`config.mk`:
```
export PLATFORM = sky130hd
export DESIGN_NAME = vga_timing_monitor
export DESIGN_NICKNAME = d
export VERILOG_FILES = /design/src/rtl/vga_timing_pkg.sv /design/src/rtl/vga_sync_edge.sv /design/src/rtl/vga_timing_monitor.sv
export SDC_FILE = /design/constraint.sdc
export NUM_CORES = 1
export LEC_CHECK = 0
export BUFFER_PORTS_ARGS = -buffer_cell sky130_fd_sc_hd__buf_2
export CORE_ASPECT_RATIO = 2
export CORE_MARGIN = 10
export CORE_UTILIZATION = 40
export DETAILED_ROUTE_END_ITERATION = 16
export GPL_TIMING_DRIVEN = 0
export SKIP_CTS_REPAIR_TIMING = 1
export SLEW_MARGIN = 20
export SYNTH_ARGS = -nofsm -noshare
export SYNTH_HDL_FRONTEND = slang
export SYNTH_HIERARCHICAL = 1
export SYNTH_SLANG_ARGS = --single-unit
```
`constraint.sdc`:
```
create_clock -name clk -period 6.4 [get_ports clk]
set_input_delay 1.92 -clock clk [delete_from_list [all_inputs] [get_ports clk]]
set_output_delay 1.92 -clock clk [all_outputs]
set_load 0.02 [all_outputs]
```
`src/rtl/vga_timing_pkg.sv`:
```
// Shared timing defaults, monitor state encoding and error-bit positions for
// the VGA timing monitor.
package vga_timing_pkg;

    localparam int DEF_H_ACTIVE = 640;
    localparam int DEF_H_FP     = 24;
    localparam int DEF_H_SYNC   = 40;
    localparam int DEF_H_BP     = 128;
    localparam int DEF_V_ACTIVE = 480;
    localparam int DEF_V_FP     = 9;
    localparam int DEF_V_SYNC   = 3;
    localparam int DEF_V_BP     = 28;

    localparam int H_TOTAL = DEF_H_ACTIVE + DEF_H_FP + DEF_H_SYNC + DEF_H_BP;
    localparam int V_TOTAL = DEF_V_ACTIVE + DEF_V_FP + DEF_V_SYNC + DEF_V_BP;

    localparam int                CNT_W   = 10;
    localparam logic [CNT_W-1:0]  CNT_MAX = '1;

    typedef enum logic [1:0] {
        ST_SEARCH = 2'd0,
        ST_ALIGN  = 2'd1,
        ST_LOCKED = 2'd2
    } mon_state_t;

    localparam int ERR_RGB_BLANK   = 0;
    localparam int ERR_LINE_LEN    = 1;
    localparam int ERR_HSYNC_WIDTH = 2;
    localparam int ERR_FRAME_LEN   = 3;

    // Position counters park at the top value instead of wrapping, so a
    // missing sync can never alias back into a plausible position.
    function automatic logic [CNT_W-1:0] sat_inc(input logic [CNT_W-1:0] v);
        return (v == CNT_MAX) ? v : v + CNT_W'(1);
    endfunction

endpackage

```
`src/rtl/vga_sync_edge.sv`:
```
// Registers one active-low sync input and flags its falling and rising edges
// as seen on the registered copy.
module vga_sync_edge (
    input  logic clk,
    input  logic reset,
    input  logic sync_in,
    output logic sync_r,
    output logic fall,
    output logic rise
);

    logic sync_q, sync_d;
    logic prev_q, prev_d;

    always_comb begin
        sync_d = sync_in;
        prev_d = sync_q;
    end

    // Idle (high) after reset so no edge is reported before real activity.
    always_ff @(posedge clk) begin
        if (reset) begin
            sync_q <= 1'b1;
            prev_q <= 1'b1;
        end else begin
            sync_q <= sync_d;
            prev_q <= prev_d;
        end
    end

    assign sync_r = sync_q;
    assign fall   = ~sync_q & prev_q;
    assign rise   = sync_q & ~prev_q;

endmodule

```
`src/rtl/vga_timing_monitor.sv`:
```
// Recovers pixel position from incoming hsync/vsync, locks onto timing that
// matches the parameters, and reports visible pixels plus sticky timing errors.
module vga_timing_monitor
    import vga_timing_pkg::*;
#(
    parameter int H_ACTIVE = DEF_H_ACTIVE,
    parameter int H_FP     = DEF_H_FP,
    parameter int H_SYNC   = DEF_H_SYNC,
    parameter int H_BP     = DEF_H_BP,
    parameter int V_ACTIVE = DEF_V_ACTIVE,
    parameter int V_FP     = DEF_V_FP,
    parameter int V_SYNC   = DEF_V_SYNC,
    parameter int V_BP     = DEF_V_BP
) (
    input  logic        clk,
    input  logic        reset,
    input  logic        hsync,
    input  logic        vsync,
    input  logic [2:0]  rgb,
    input  logic        err_clear,
    output logic        pix_valid,
    output logic [9:0]  pix_x,
    output logic [9:0]  pix_y,
    output logic [2:0]  pix_rgb,
    output logic        frame_start,
    output logic        locked,
    output logic [3:0]  err,
    output logic [15:0] frame_count
);

    localparam logic [10:0]      LINE_CLKS   = 11'(H_ACTIVE + H_FP + H_SYNC + H_BP);
    localparam logic [10:0]      FRAME_LINES = 11'(V_ACTIVE + V_FP + V_SYNC + V_BP);
    localparam logic [10:0]      HSYNC_CLKS  = 11'(H_SYNC);
    localparam logic [CNT_W-1:0] H_START     = CNT_W'(H_SYNC + H_BP);
    localparam logic [CNT_W-1:0] H_LAST      = CNT_W'(H_SYNC + H_BP + H_ACTIVE - 1);
    localparam logic [CNT_W-1:0] V_START     = CNT_W'(V_SYNC + V_BP);
    localparam logic [CNT_W-1:0] V_LAST      = CNT_W'(V_SYNC + V_BP + V_ACTIVE - 1);

    logic hs_r, hs_fall, hs_rise;
    logic vs_r, vs_fall, vs_rise;
    logic unused_vs_edges;

    vga_sync_edge u_hs_edge (
        .clk     (clk),
        .reset   (reset),
        .sync_in (hsync),
        .sync_r  (hs_r),
        .fall    (hs_fall),
        .rise    (hs_rise)
    );

    vga_sync_edge u_vs_edge (
        .clk     (clk),
        .reset   (reset),
        .sync_in (vsync),
        .sync_r  (vs_r),
        .fall    (vs_fall),
        .rise    (vs_rise)
    );

    // Frame boundaries are qualified at hsync edges, so raw vsync pulses are not needed.
    assign unused_vs_edges = vs_fall ^ vs_rise;

    logic [2:0]       rgb_r_q, rgb_r_d;
    logic [CNT_W-1:0] h_cnt_q, h_cnt_d;
    logic [CNT_W-1:0] v_cnt_q, v_cnt_d;
    logic             vs_hi_q, vs_hi_d;
    logic             align_bad_q, align_bad_d;
    mon_state_t       state_q, state_d;
    logic             pix_valid_q, pix_valid_d;
    logic [9:0]       pix_x_q, pix_x_d;
    logic [9:0]       pix_y_q, pix_y_d;
    logic [2:0]       pix_rgb_q, pix_rgb_d;
    logic             frame_start_q, frame_start_d;
    logic             locked_q, locked_d;
    logic [3:0]       err_q, err_d;
    logic [15:0]      frame_count_q, frame_count_d;

    logic       frame_edge, visible;
    logic       line_bad, width_bad, frame_bad;
    logic [3:0] err_new;

    // h_cnt_d / v_cnt_d are the position of the sample currently in rgb_r_q.
    always_comb begin
        rgb_r_d    = rgb;
        frame_edge = hs_fall && !vs_r && vs_hi_q;
        h_cnt_d    = hs_fall ? '0 : sat_inc(h_cnt_q);
        v_cnt_d    = v_cnt_q;
        vs_hi_d    = vs_hi_q;
        if (hs_fall) begin
            v_cnt_d = frame_edge ? '0 : sat_inc(v_cnt_q);
            vs_hi_d = vs_r;
        end
        visible   = (h_cnt_d >= H_START) && (h_cnt_d <= H_LAST) &&
                    (v_cnt_d >= V_START) && (v_cnt_d <= V_LAST);
        line_bad  = hs_fall    && (({1'b0, h_cnt_q} + 11'd1) != LINE_CLKS);
        width_bad = hs_rise    && (({1'b0, h_cnt_q} + 11'd1) != HSYNC_CLKS);
        frame_bad = frame_edge && (({1'b0, v_cnt_q} + 11'd1) != FRAME_LINES);
    end

    always_comb begin
        state_d     = state_q;
        align_bad_d = align_bad_q;
        case (state_q)
            ST_SEARCH: begin
                if (frame_edge) begin
                    state_d     = ST_ALIGN;
                    align_bad_d = 1'b0;
                end
            end
            ST_ALIGN: begin
                if (line_bad || width_bad) begin
                    align_bad_d = 1'b1;
                end
                if (frame_edge) begin
                    state_d = (!align_bad_q && !line_bad && !frame_bad) ? ST_LOCKED : ST_SEARCH;
                end
            end
            ST_LOCKED: begin
                if (line_bad || frame_bad) begin
                    state_d = ST_SEARCH;
                end
            end
            default: state_d = ST_SEARCH;
        endcase
    end

    always_comb begin
        err_new                  = '0;
        err_new[ERR_RGB_BLANK]   = (rgb_r_q != 3'b000) &&
                                   (!hs_r || !vs_r || ((state_q == ST_LOCKED) && !visible));
        err_new[ERR_LINE_LEN]    = (state_q != ST_SEARCH) && line_bad;
        err_new[ERR_HSYNC_WIDTH] = (state_q != ST_SEARCH) && width_bad;
        err_new[ERR_FRAME_LEN]   = (state_q != ST_SEARCH) && frame_bad;
        // A fresh error wins over a simultaneous clear.
        err_d         = (err_clear ? 4'b0000 : err_q) | err_new;
        frame_count_d = frame_count_q + ((frame_edge && (state_q == ST_LOCKED)) ? 16'd1 : 16'd0);
        pix_valid_d   = (state_q == ST_LOCKED) && visible;
        pix_x_d       = visible ? (h_cnt_d - H_START) : '0;
        pix_y_d       = visible ? (v_cnt_d - V_START) : '0;
        pix_rgb_d     = rgb_r_q;
        frame_start_d = frame_edge;
        locked_d      = (state_d == ST_LOCKED);
    end

    always_ff @(posedge clk) begin
        if (reset) begin
            rgb_r_q       <= '0;
            h_cnt_q       <= CNT_MAX;
            v_cnt_q       <= CNT_MAX;
            vs_hi_q       <= 1'b0;
            align_bad_q   <= 1'b0;
            state_q       <= ST_SEARCH;
            pix_valid_q   <= 1'b0;
            pix_x_q       <= '0;
            pix_y_q       <= '0;
            pix_rgb_q     <= '0;
            frame_start_q <= 1'b0;
            locked_q      <= 1'b0;
            err_q         <= '0;
            frame_count_q <= '0;
        end else begin
            rgb_r_q       <= rgb_r_d;
            h_cnt_q       <= h_cnt_d;
            v_cnt_q       <= v_cnt_d;
            vs_hi_q       <= vs_hi_d;
            align_bad_q   <= align_bad_d;
            state_q       <= state_d;
            pix_valid_q   <= pix_valid_d;
            pix_x_q       <= pix_x_d;
            pix_y_q       <= pix_y_d;
            pix_rgb_q     <= pix_rgb_d;
            frame_start_q <= frame_start_d;
            locked_q      <= locked_d;
            err_q         <= err_d;
            frame_count_q <= frame_count_d;
        end
    end

    assign pix_valid   = pix_valid_q;
    assign pix_x       = pix_x_q;
    assign pix_y       = pix_y_q;
    assign pix_rgb     = pix_rgb_q;
    assign frame_start = frame_start_q;
    assign locked      = locked_q;
    assign err         = err_q;
    assign frame_count = frame_count_q;

endmodule

```
==> metrics.md, run 1 <==
| Metric | Value |
|---|---|
| Fin crit share | 56.62% |
| RSZ-0062 raised after global routing | no |
| Dpl ws | 2.788 ns |
| Most frequent cells in the layout | 76 x dfxtp_1, 62 x buf_2, 41 x nor2_1 |
| # H-tree levels | 3 |
| DR WL/cell | around 17 um |
| Placed Area | 4038 um2 |
| Crit path time final | 3.624 ns |
| Commonest non-fill, non-tap cell in the layout | dfxtp_1 |
| Skew final | 0.002851 ns |
| Die area | ~14000 um2 |
| ANT cells | 0 |
| Worst r2r path cells | 11 |
| Yosys warns | 6 |
| Flop2flop setup slack | 2.78 ns |
| Global routing's busiest layer | met2 |
| Slew HR | between 50% and 60% |
| Clock Tree Buf Depth | 2 |
| I/O pin count | 54 |
| # port buffers | between 50 and 60 |
| Sink Count | between 70 and 80 |
| Initial antenna violation count | 0 |
| CTS tree | done |
| Syn Nets | approximately 420 |
| Hold Crit Start | pix_rgb_d[2] |
| CP Launch Type | flip-flop |
| Worst hold path class | reg -> reg |
| Nets | 488 |
| Vias in the first global route | approximately 3200 |
| Status | completed |
| Storage cell area | 1521 um2 |
| Clock latency on the worst-skew pair | 0.33 ns |
| Placer congestion estimate | 0.9019 |
| Footprint of the multi-input gates | about 2000 um2 |
| Critical path peak fanout | 10 |
| Layout cells sized above 1 | around 22% |
| Max Freq | approximately 280 MHz |
| Starting DRT DRC Count | around 170 |
| Max-Cap Viols | 0 |
| Setup Viol. Count Final | 0 |
| Mapped Cells | 409 |
| Worst Setup Slack, final | ~2.8 ns |
| DR vias/cell | roughly 5.5 |
| # rows | about 50 |
| P per Cell Area | between 300 and 400 nW/um2 |
| Cell Area, Synth | 3645 um2 |
| Routed via count | roughly 3200 |
| Post-route setup TNS | 0 ns |
| Met2 usage | a little over a quarter |
| Final HPWL DP | approximately 7.5 mm |
| Fin. max-slew vios | 0 |
| Crit end category | flip-flop |
| Post-route cell area | around 4400 um2 |
| DR DRC count | 0 |
| Drt total wl | ~9.8 mm |
| Pin count of the biggest net entering global routing | 13 |
| Starting Density | between 40% and 50% |
| Core ar. | roughly 9000 um2 |
| Pre-Repair DR Iteration Count | 4 |
| WHS Endpoint | pix_rgb[2] |
| Max rail drop VDD | about 0.16 mV |
| Post-route ant nets | 0 |
| Die Y | around 150 um |
| TritonCTS Buffers | 9 |
| Clock transition at the registers of the reported paths | roughly 0.050 ns |
| GRT overflow | 0 |
| CP arrival | approximately 3.8 ns |
| GR Util met1 | between 10% and 20% |
| Fin. Hold Viols | 0 |
| Die Wd | between 80 and 90 um |
| Worst hold path depth | 1 |
| First-pass GRT wire length | 15.73 mm |
| CTS root buf | clkbuf_16 |
| Total track usage | roughly 15% |
| LEAKAGE | 1.881 nW |
| Area Growth Syn to Fin | 19.40% |
| Reg-to-Reg End | pix_x[5] |
| Worst Tran Pin Value | about 0.71 ns |
| Critical path class | reg -> reg |
| Worst r2r src | v_cnt_q[0] |
| Met3 usage | slightly above 4% |
| Fillers | just under 900 |
| Total power | about 1.4 mW |
| CP Data Required Time | 6.62 ns |
| Avg Cell Area, Syn | ~8.9 um2 |
==> worst max path at each step <==
stage | startpoint | endpoint | depth (start not counted)
global route | v_cnt_q[0] | pix_y[0] | 11
global placement | v_cnt_q[0] | pix_y[6] | 11
floorplan | reset | pix_x[7] | 4
finish | v_cnt_q[0] | pix_x[5] | 11
detailed placement | v_cnt_q[0] | pix_x[5] | 11
CTS | v_cnt_q[0] | pix_x[5] | 11
==> registers in the layout, summed over array words and instances (netlist names) <==
| name | count |
|---|---|
| err | 4 |
| v_cnt_q | 10 |
| locked | 1 |
| pix_rgb | 3 |
| pix_y | 10 |
| u_hs_edge/prev_q | 1 |
| pix_x | 10 |
| pix_valid | 1 |
| pix_rgb_d | 3 |
| u_vs_edge/sync_r | 1 |
| align_bad_q | 1 |
| state_q | 2 |
| vs_hi_q | 1 |
| u_hs_edge/sync_r | 1 |
| frame_count | 16 |
| h_cnt_q | 10 |
| frame_start | 1 |
==> critical path, stage by stage, from the launching register on <==
cell and delay (ns):
dfxtp_1 0.46, ha_1 0.37, nand4_1 0.21, nor3_2 0.24, a2bb2oi_1 0.46, inv_1 0.12
ha_1 0.24, and4bb_2 0.25, or4_1 0.56, or4b_4 0.26, buf_2 0.24, nor2_1 0.08
==> power breakdown <==
part           total (mW)  switching, mW  internal, mW
logic               0.399          0.237         0.162
clock network       0.520          0.186         0.334
registers           0.523         0.0267         0.497
==> routing by layer <==
layer / routed length, um / vias to the layer above / part of all wire (%)
met1: 3557 / 1494 / 36
met4: 326 / 0 / 3.3
li1: - / 1575 / -
met5: 0 / - / 0
met3: 658 / 22 / 6.7
met2: 5212 / 98 / 53
==> area by class of cell <==
type,count,share of cell area [%]
Sequential cell,76,34.96
Multi-Input combinational cell,303,45.77
Clock inverter,3,1.006
Tap cell,102,2.933
Timing Repair Buffer,53,6.095
Inverter,9,0.7763
Clock buffer,13,6.210
Buffer,21,2.243
==> stage by stage <==
step	utilization [%]	hold slack [ns]	std cells
detailed placement	45.11	0.4553	564
global route	48.62	0.4745	580
floorplan	-	0.4291	409
global placement	45.11	0.4450	564
CTS	48.62	0.4645	580
finish	48.62	0.4611	580
Note: power is estimated with default switching activity, not from simulation.
==> run 2: changes to the inputs <==
==> constraint.sdc (replaced) <==
create_clock -name clk -period 3.65 [get_ports clk]
set_input_delay 1.095 -clock clk [delete_from_list [all_inputs] [get_ports clk]]
set_output_delay 1.095 -clock clk [all_outputs]
set_load 0.02 [all_outputs]
==> run 2 against run 1 <==
Compared with the run above:
- first-iteration DRC count is 1.2% higher
- hold slack about the same
- non-clock buffer count is the same
- wire length rose by 0.65%
- sequential power increased by 76%
- critical path type unchanged
==> metrics.md, run 2 (same netlist as run 1, synthesis figures left out) <==
| Metric | Value |
|---|---|
| Status | completed |
| CTS root buf | clkbuf_16 |
| Die Wd | approximately 90 um |
| Post-route insts no fill | 580 |
| Layout cells sized above 1 | 22.38% |
| Clk pwr share | between 30% and 40% |
| Die area | about 14000 um2 |
| Crit path time final | 3.408 ns |
| Area Growth Syn to Fin | 19.84% |
| Drt total wl | between 9 and 10 mm |
| Starting DRT DRC Count | 175 |
| P per Cell Area | between 500 and 600 nW/um2 |
| Storage cell area | ~1500 um2 |
| Critical Path, Cell by Cell | ha_2 > nand4_1 > nor3_2 > a2bb2oi_2 > inv_1 > ha_1 > and4bb_2 > or4_1 > or4b_4 > buf_2 > nor2_1 |
| Total track usage | 14.63% |
| GRT overflow | 0 |
| DR vias/cell | between 5 and 6 |
| Buf+Inv Stages, Crit Path | 2 |
| Pre-Repair DR Iteration Count | 4 |
| Post-route ant nets | 0 |
| Maximum single-stage delay on the critical path | 0.56 ns |
| Clock Tree Buf Depth | 2 |
| LEAKAGE | about 1.9 nW |
| TritonCTS Buffers | 9 |
| Slew HR | between 50% and 60% |
| Worst Tran Pin Value | slightly above 0.7 ns |
| Clock latency on the worst-skew pair | ~0.34 ns |
| Reg-to-Reg End | pix_x[5] |
| CTS tree | done |
| Most frequent cells in the layout | 76 x dfxtp_1, 62 x buf_2, 41 x nor2_1 |
| Total power | about 2.5 mW |
| Max-Cap Viols | 0 |
| Min Hold Slack | roughly 0.46 ns |
| CP Data Required Time | 3.87 ns |
| Die Y | between 150 and 200 um |
| Comb pwr share | about 28% |
| RSZ-0062 raised after global routing | no |
| Crit end category | flip-flop |
| Core ar. | 8951 um2 |
| Initial antenna violation count | 0 |
| Switching power | between 0.7 and 0.8 mW |
| Sequential share of power | a little over a third |
| # port buffers | 53 |
| Post-route setup TNS | 0 ns |
| Largest register FFs | 16 |
| Starting Density | between 40% and 50% |
| Fin. max-slew vios | 0 |
| First-pass GRT wire length | 15.73 mm |
| Setup Viol. Count Final | 0 |
| Sw frac | 31.30% |
| CP arrival | ~3.6 ns |
| CP max stage cell | or4_1 |
| DR DRC count | 0 |
| DR WL/cell | ~17 um |
| Placer congestion estimate | approximately 0.90 |
| Crit path launch | v_cnt_q[0] |
| Skew final | approximately 0.0026 ns |
| Final HPWL DP | about 7.5 mm |
| Clock transition at the registers of the reported paths | approximately 0.050 ns |
| Worst r2r src | v_cnt_q[0] |
| Footprint of the multi-input gates | roughly 2000 um2 |
| Fin crit share | between 90% and 100% |
| Commonest non-fill, non-tap cell in the layout | dfxtp_1 |
| Max rail drop VDD | between 0.2 and 0.3 mV |
| Worst setup path end | pix_x[5] |
| I/O pin count | 54 |
| Routed via count | roughly 3200 |
| Int Pwr | between 1.5 and 2 mW |
| Fin. Hold Viols | 0 |
| Vias in the first global route | 3229 |
| # H-tree levels | 3 |
| Critical path class | reg -> reg |
| Nets | about 500 |
| # rows | 49 |
| CP Launch Type | flip-flop |
| Pin count of the biggest net entering global routing | 13 |
| Max Freq | ~290 MHz |
| Fillers | between 800 and 900 |
| Sink Count | 76 |
| Worst r2r path cells | 11 |
| Flop2flop setup slack | 0.24 ns |
| Critical path peak fanout | 10 |
| Worst hold path class | reg -> reg |
| DP Cell Count | about 560 |
| ANT cells | 0 |
| Kind of cell adding the most delay to the critical path | simple AND/OR/NAND/NOR gates |
| Levels on crit path | 11 |
-- run 2: cell types whose count changed in the layout (fill, tap and decap cells not counted) --
cell,change
a2bb2oi_1,-1
a2bb2oi_2,+1
ha_1,-1
ha_2,+1
o41ai_1,-1
o41ai_2,+1
-- run 2: how the worst min path moves through the flow --
stage	end	cells after the start	slack [ns]	startpoint
floorplan	pix_rgb[2]	1	0.43	pix_rgb_d[2]
global placement	pix_rgb[0]	1	0.45	pix_rgb_d[0]
detailed placement	pix_rgb[2]	1	0.46	pix_rgb_d[2]
CTS	pix_rgb[2]	1	0.46	pix_rgb_d[2]
global route	pix_rgb[2]	1	0.47	pix_rgb_d[2]
finish	pix_rgb[2]	1	0.46	pix_rgb_d[2]
-- run 2: layer usage --
layer  GRT usage, %  wire length (um)  vias up
met5              0                 0        -
met4          8.397               368        0
met3          4.079               614       24
met2          26.29              5228       94
met1          14.13              3606     1490
li1               -                 -     1576
-- run 2: stage by stage --
stage | setup slack, ns | cell area, um2 | util (%)
after floorplan | 0.6599 | 3645 | -
after global placement | 0.06590 | 4038 | 45.11
after detailed placement | 0.03766 | 4038 | 45.11
after CTS | 0.01034 | 4352 | 48.62
after global routing | 0.04166 | 4368 | 48.80
final | 0.2417 | 4368 | 48.80
-- run 2: power groups by stage --
stage,Combinational (mW),Sequential [mW],Clock [mW]
after floorplan,0.541,0.926,0
after global placement,0.678,0.932,0
after detailed placement,0.689,0.934,0
after CTS,0.694,0.916,0.939
after global routing,0.780,0.924,0.969
final,0.711,0.918,0.912
-- run 2: layout make-up --
cell class	count	share of cell area, %
buffer	21	2.234
clock inverter	3	1.003
sequential	76	34.83
clock buffer	13	6.187
tap	102	2.922
timing repair buffer	53	6.073
inverter	9	0.7734
multi-input combinational	303	45.98
==> run 3: changes to the inputs <==
--- a/config.mk
+++ b/config.mk
@@ -12,8 +12,6 @@
 export DETAILED_ROUTE_END_ITERATION = 16
 export GPL_TIMING_DRIVEN = 0
 export SKIP_CTS_REPAIR_TIMING = 1
-export SLEW_MARGIN = 20
 export SYNTH_ARGS = -nofsm -noshare
 export SYNTH_HDL_FRONTEND = slang
-export SYNTH_HIERARCHICAL = 1
 export SYNTH_SLANG_ARGS = --single-unit
==> run 3 against run 2 <==
Compared with the run above:
- critical path depth increased by 2
- synthesized cell count increased by 7.1%
- via count increased by 6.2%
- hold slack got worse by 0.00092 ns
- clock power increased by 3.1%
- wire length increased by 5.7%
- total power increased by 48%
- critical endpoint is now pix_y[9]
- largest power group is now combinational cells
==> metrics.md, run 3 <==
| Metric | Value |
|---|---|
| Pin count of the biggest net entering global routing | 14 |
| Mapped Cells | approximately 440 |
| Clock transition at the registers of the reported paths | ~0.060 ns |
| Starting DRT DRC Count | between 90 and 100 |
| ANT cells | 0 |
| RSZ-0062 raised after global routing | no |
| Cell Area, Synth | approximately 4000 um2 |
| Fin. Hold Viols | 0 |
| Skew final | ~0.0076 ns |
| # port buffers | 53 |
| Drt total wl | ~10 mm |
| Int Pwr | around 2.2 mW |
| Worst hold path class | reg -> reg |
| DR DRC count | 0 |
| Post-synthesis register bit count | 76 |
| Fin. max-slew vios | 0 |
| WHS Endpoint | err[2] |
| Critical path peak fanout | 10 |
| Post-route ant nets | 0 |
| Total track usage | between 10 and 15% |
| Ranking of synthesized cells by area | dfxtp_1 39%, xor2_1 3.8%, nand2_1 3.1% |
| Layout cells sized above 1 | around 28% |
| CTS root buf | clkbuf_16 |
| Critical path class | reg -> reg |
| First-pass GRT wire length | between 15 and 20 mm |
| Clock latency on the worst-skew pair | around 0.33 ns |
| Worst Setup Slack, final | around 0.38 ns |
| Reg-to-Reg End | pix_y[9] |
| I/O pin count | 54 |
| LEAKAGE | around 2 nW |
| Setup Viol. Count Final | 0 |
| Final Util | between 40% and 50% |
| Routed via count | about 3400 |
| CP Data Required Time | about 3.9 ns |
| Sequential-to-total area share from yosys stat | between 30% and 40% |
| Crit path time final | approximately 3.3 ns |
| Max-Cap Viols | 0 |
| Crit end category | flip-flop |
| Dpl ws | ~0.16 ns |
| Sw frac | ~40% |
| Worst r2r path cells | 13 |
| Top-count cell post-synth | dfxtp_1 |
| Placed Area | approximately 4300 um2 |
| Status | completed |
| Commonest non-fill, non-tap cell in the layout | dfxtp_1 |
| Total power | about 3.7 mW |
| Avg Cell Area, Syn | between 8 and 9 um2 |
| Post-route cell area | between 4000 and 5000 um2 |
| Die Wd | about 90 um |
| Largest register FFs | 16 |
| Pre-Repair DR Iteration Count | 4 |
| Post-route setup TNS | 0 ns |
| Worst hold path depth | 2 |
| P per Cell Area | 808.1 nW/um2 |
| Clock Tree Buf Depth | 2 |
| Sink Count | 76 |
| Footprint of the multi-input gates | ~2100 um2 |
| Switching power | 1.543 mW |
| CP arrival | between 3 and 4 ns |
| CTS tree | done |
| Fillers | approximately 940 |
| Async S/R FF share, synth | 0% |
| Clk pwr share | roughly a quarter |
| Max rail drop VDD | 0.4856 mV |
| Most used DFF post-synth | dfxtp_1 |
| Worst Tran Pin Value | 0.6759 ns |
| Die Y | ~160 um |
| DP Cell Count | 621 |
| Share of Yosys cell area claimed by the top area cell type | 39.05% |
| Slew HR | between 50 and 60% |
| DR WL/cell | 16.31 um |
| CP Launch Type | flip-flop |
| GRT overflow | 0 |
| Flop2flop setup slack | roughly 0.38 ns |
| Most frequent cells in the layout | 76 x dfxtp_1, 56 x buf_2, 32 x nand2_1 |
| DR vias/cell | between 5 and 6 |
| Worst r2r src | v_cnt_q[0] |
| Yosys warns | 0 |
| Post-synth EDFFs | 0 |
| Storage cell area | between 1500 and 2000 um2 |
| Core ar. | ~9400 um2 |
| # rows | 50 |
| Die area | approximately 14000 um2 |
| Starting Density | 41.25% |
| Min Hold Slack | approximately 0.46 ns |
| Final HPWL DP | between 8 and 9 mm |
| Fin crit share | about nine tenths |
| TritonCTS Buffers | 9 |
| Max Freq | between 300 and 400 MHz |
| Sequential share of power | a little over a quarter |
| Hold Crit Start | err[2] |
| Nets | 517 |
| Yosys cell types | 67 |
| Area Growth Syn to Fin | 19.08% |
| Placer congestion estimate | 0.9220 |
| # H-tree levels | 3 |
| Initial antenna violation count | 0 |
| Vias in the first global route | around 3300 |
| Synth top cells by count | 76 x dfxtp_1, 32 x nand2_1, 29 x nor2_1, 22 x nand3_1 |
| Comb pwr share | 48.5% |
| Post-route insts no fill | between 600 and 700 |
| Syn Nets | roughly 450 |
| Leading area contributor after synthesis | dfxtp_1 |
==> run 3: cell count changes in the layout (fill, tap and decap cells not counted), moves of 6 or more <==
cell     before  now
a21oi_1      10   17
buf_4         0   11
nand2_1      24   32
nor2_1       41   29
nor2_2        0   17
buf_2        62   56
==> run 3: cell type report <==
type | count | share of cell area (%)
Timing Repair Buffer | 53 | 5.717
Sequential cell | 76 | 32.79
Tap cell | 130 | 3.506
Inverter | 8 | 0.6472
Clock inverter | 6 | 1.942
Multi-Input combinational cell | 323 | 46.22
Clock buffer | 9 | 4.854
Buffer | 31 | 4.315
==> run 3: cell families after synthesis <==
kind of cell,Yosys count,synth area share [%]
muxes,3,0.7707
DFF,76,39.05
adders and majority gates,7,2.248
and+or+nand+nor,193,27.62
buffers and inverters,39,5.909
xor gates and xnor gates,30,6.744
AOI/OAI and AO/OA,90,17.66
==> run 3: worst max path at each step <==
| stage | endpoint | cells past startpoint | slack, ns | startpoint |
|---|---|---|---|---|
| final | pix_y[9] | 13 | 0.38 | v_cnt_q[0] |
| after global routing | pix_x[1] | 14 | 0.08 | v_cnt_q[0] |
| after CTS | pix_y[9] | 12 | 0.13 | v_cnt_q[0] |
| after detailed placement | pix_y[9] | 12 | 0.16 | v_cnt_q[0] |
| after global placement | pix_y[9] | 12 | 0.16 | v_cnt_q[0] |
| after floorplan | pix_x[1] | 13 | 0.88 | v_cnt_q[0] |
==> run 3: worst max-delay path: stages (launching register included) <==
cell	delay [ns]
dfxtp_1	0.51
ha_1	0.21
buf_4	0.16
nand3_1	0.14
nor3_1	0.33
a21o_1	0.19
nand2_1	0.05
o21ai_1	0.29
ha_1	0.27
nand2_1	0.11
o31ai_4	0.24
o32a_1	0.24
nand3_1	0.20
nor3_1	0.25
==> run 3: metal layers <==
layer	vias to the layer above	track usage (%)	wire length, um
met5	-	0	0
met4	0	10.87	660
met3	34	3.538	380
met2	80	27.35	5857
met1	1592	12.00	3475
li1	1675	-	-
==> run 3: power groups by stage <==
stage          clock, mW  combinational (mW)  sequential (mW)
5_1_grt            0.999                1.98             1.00
2_1_floorplan          0                1.38             1.03
6_report           0.940                1.82            0.992
3_3_place_gp           0                1.79             1.00
4_1_cts            0.963                1.82            0.991
3_5_place_dp           0                1.81             1.01
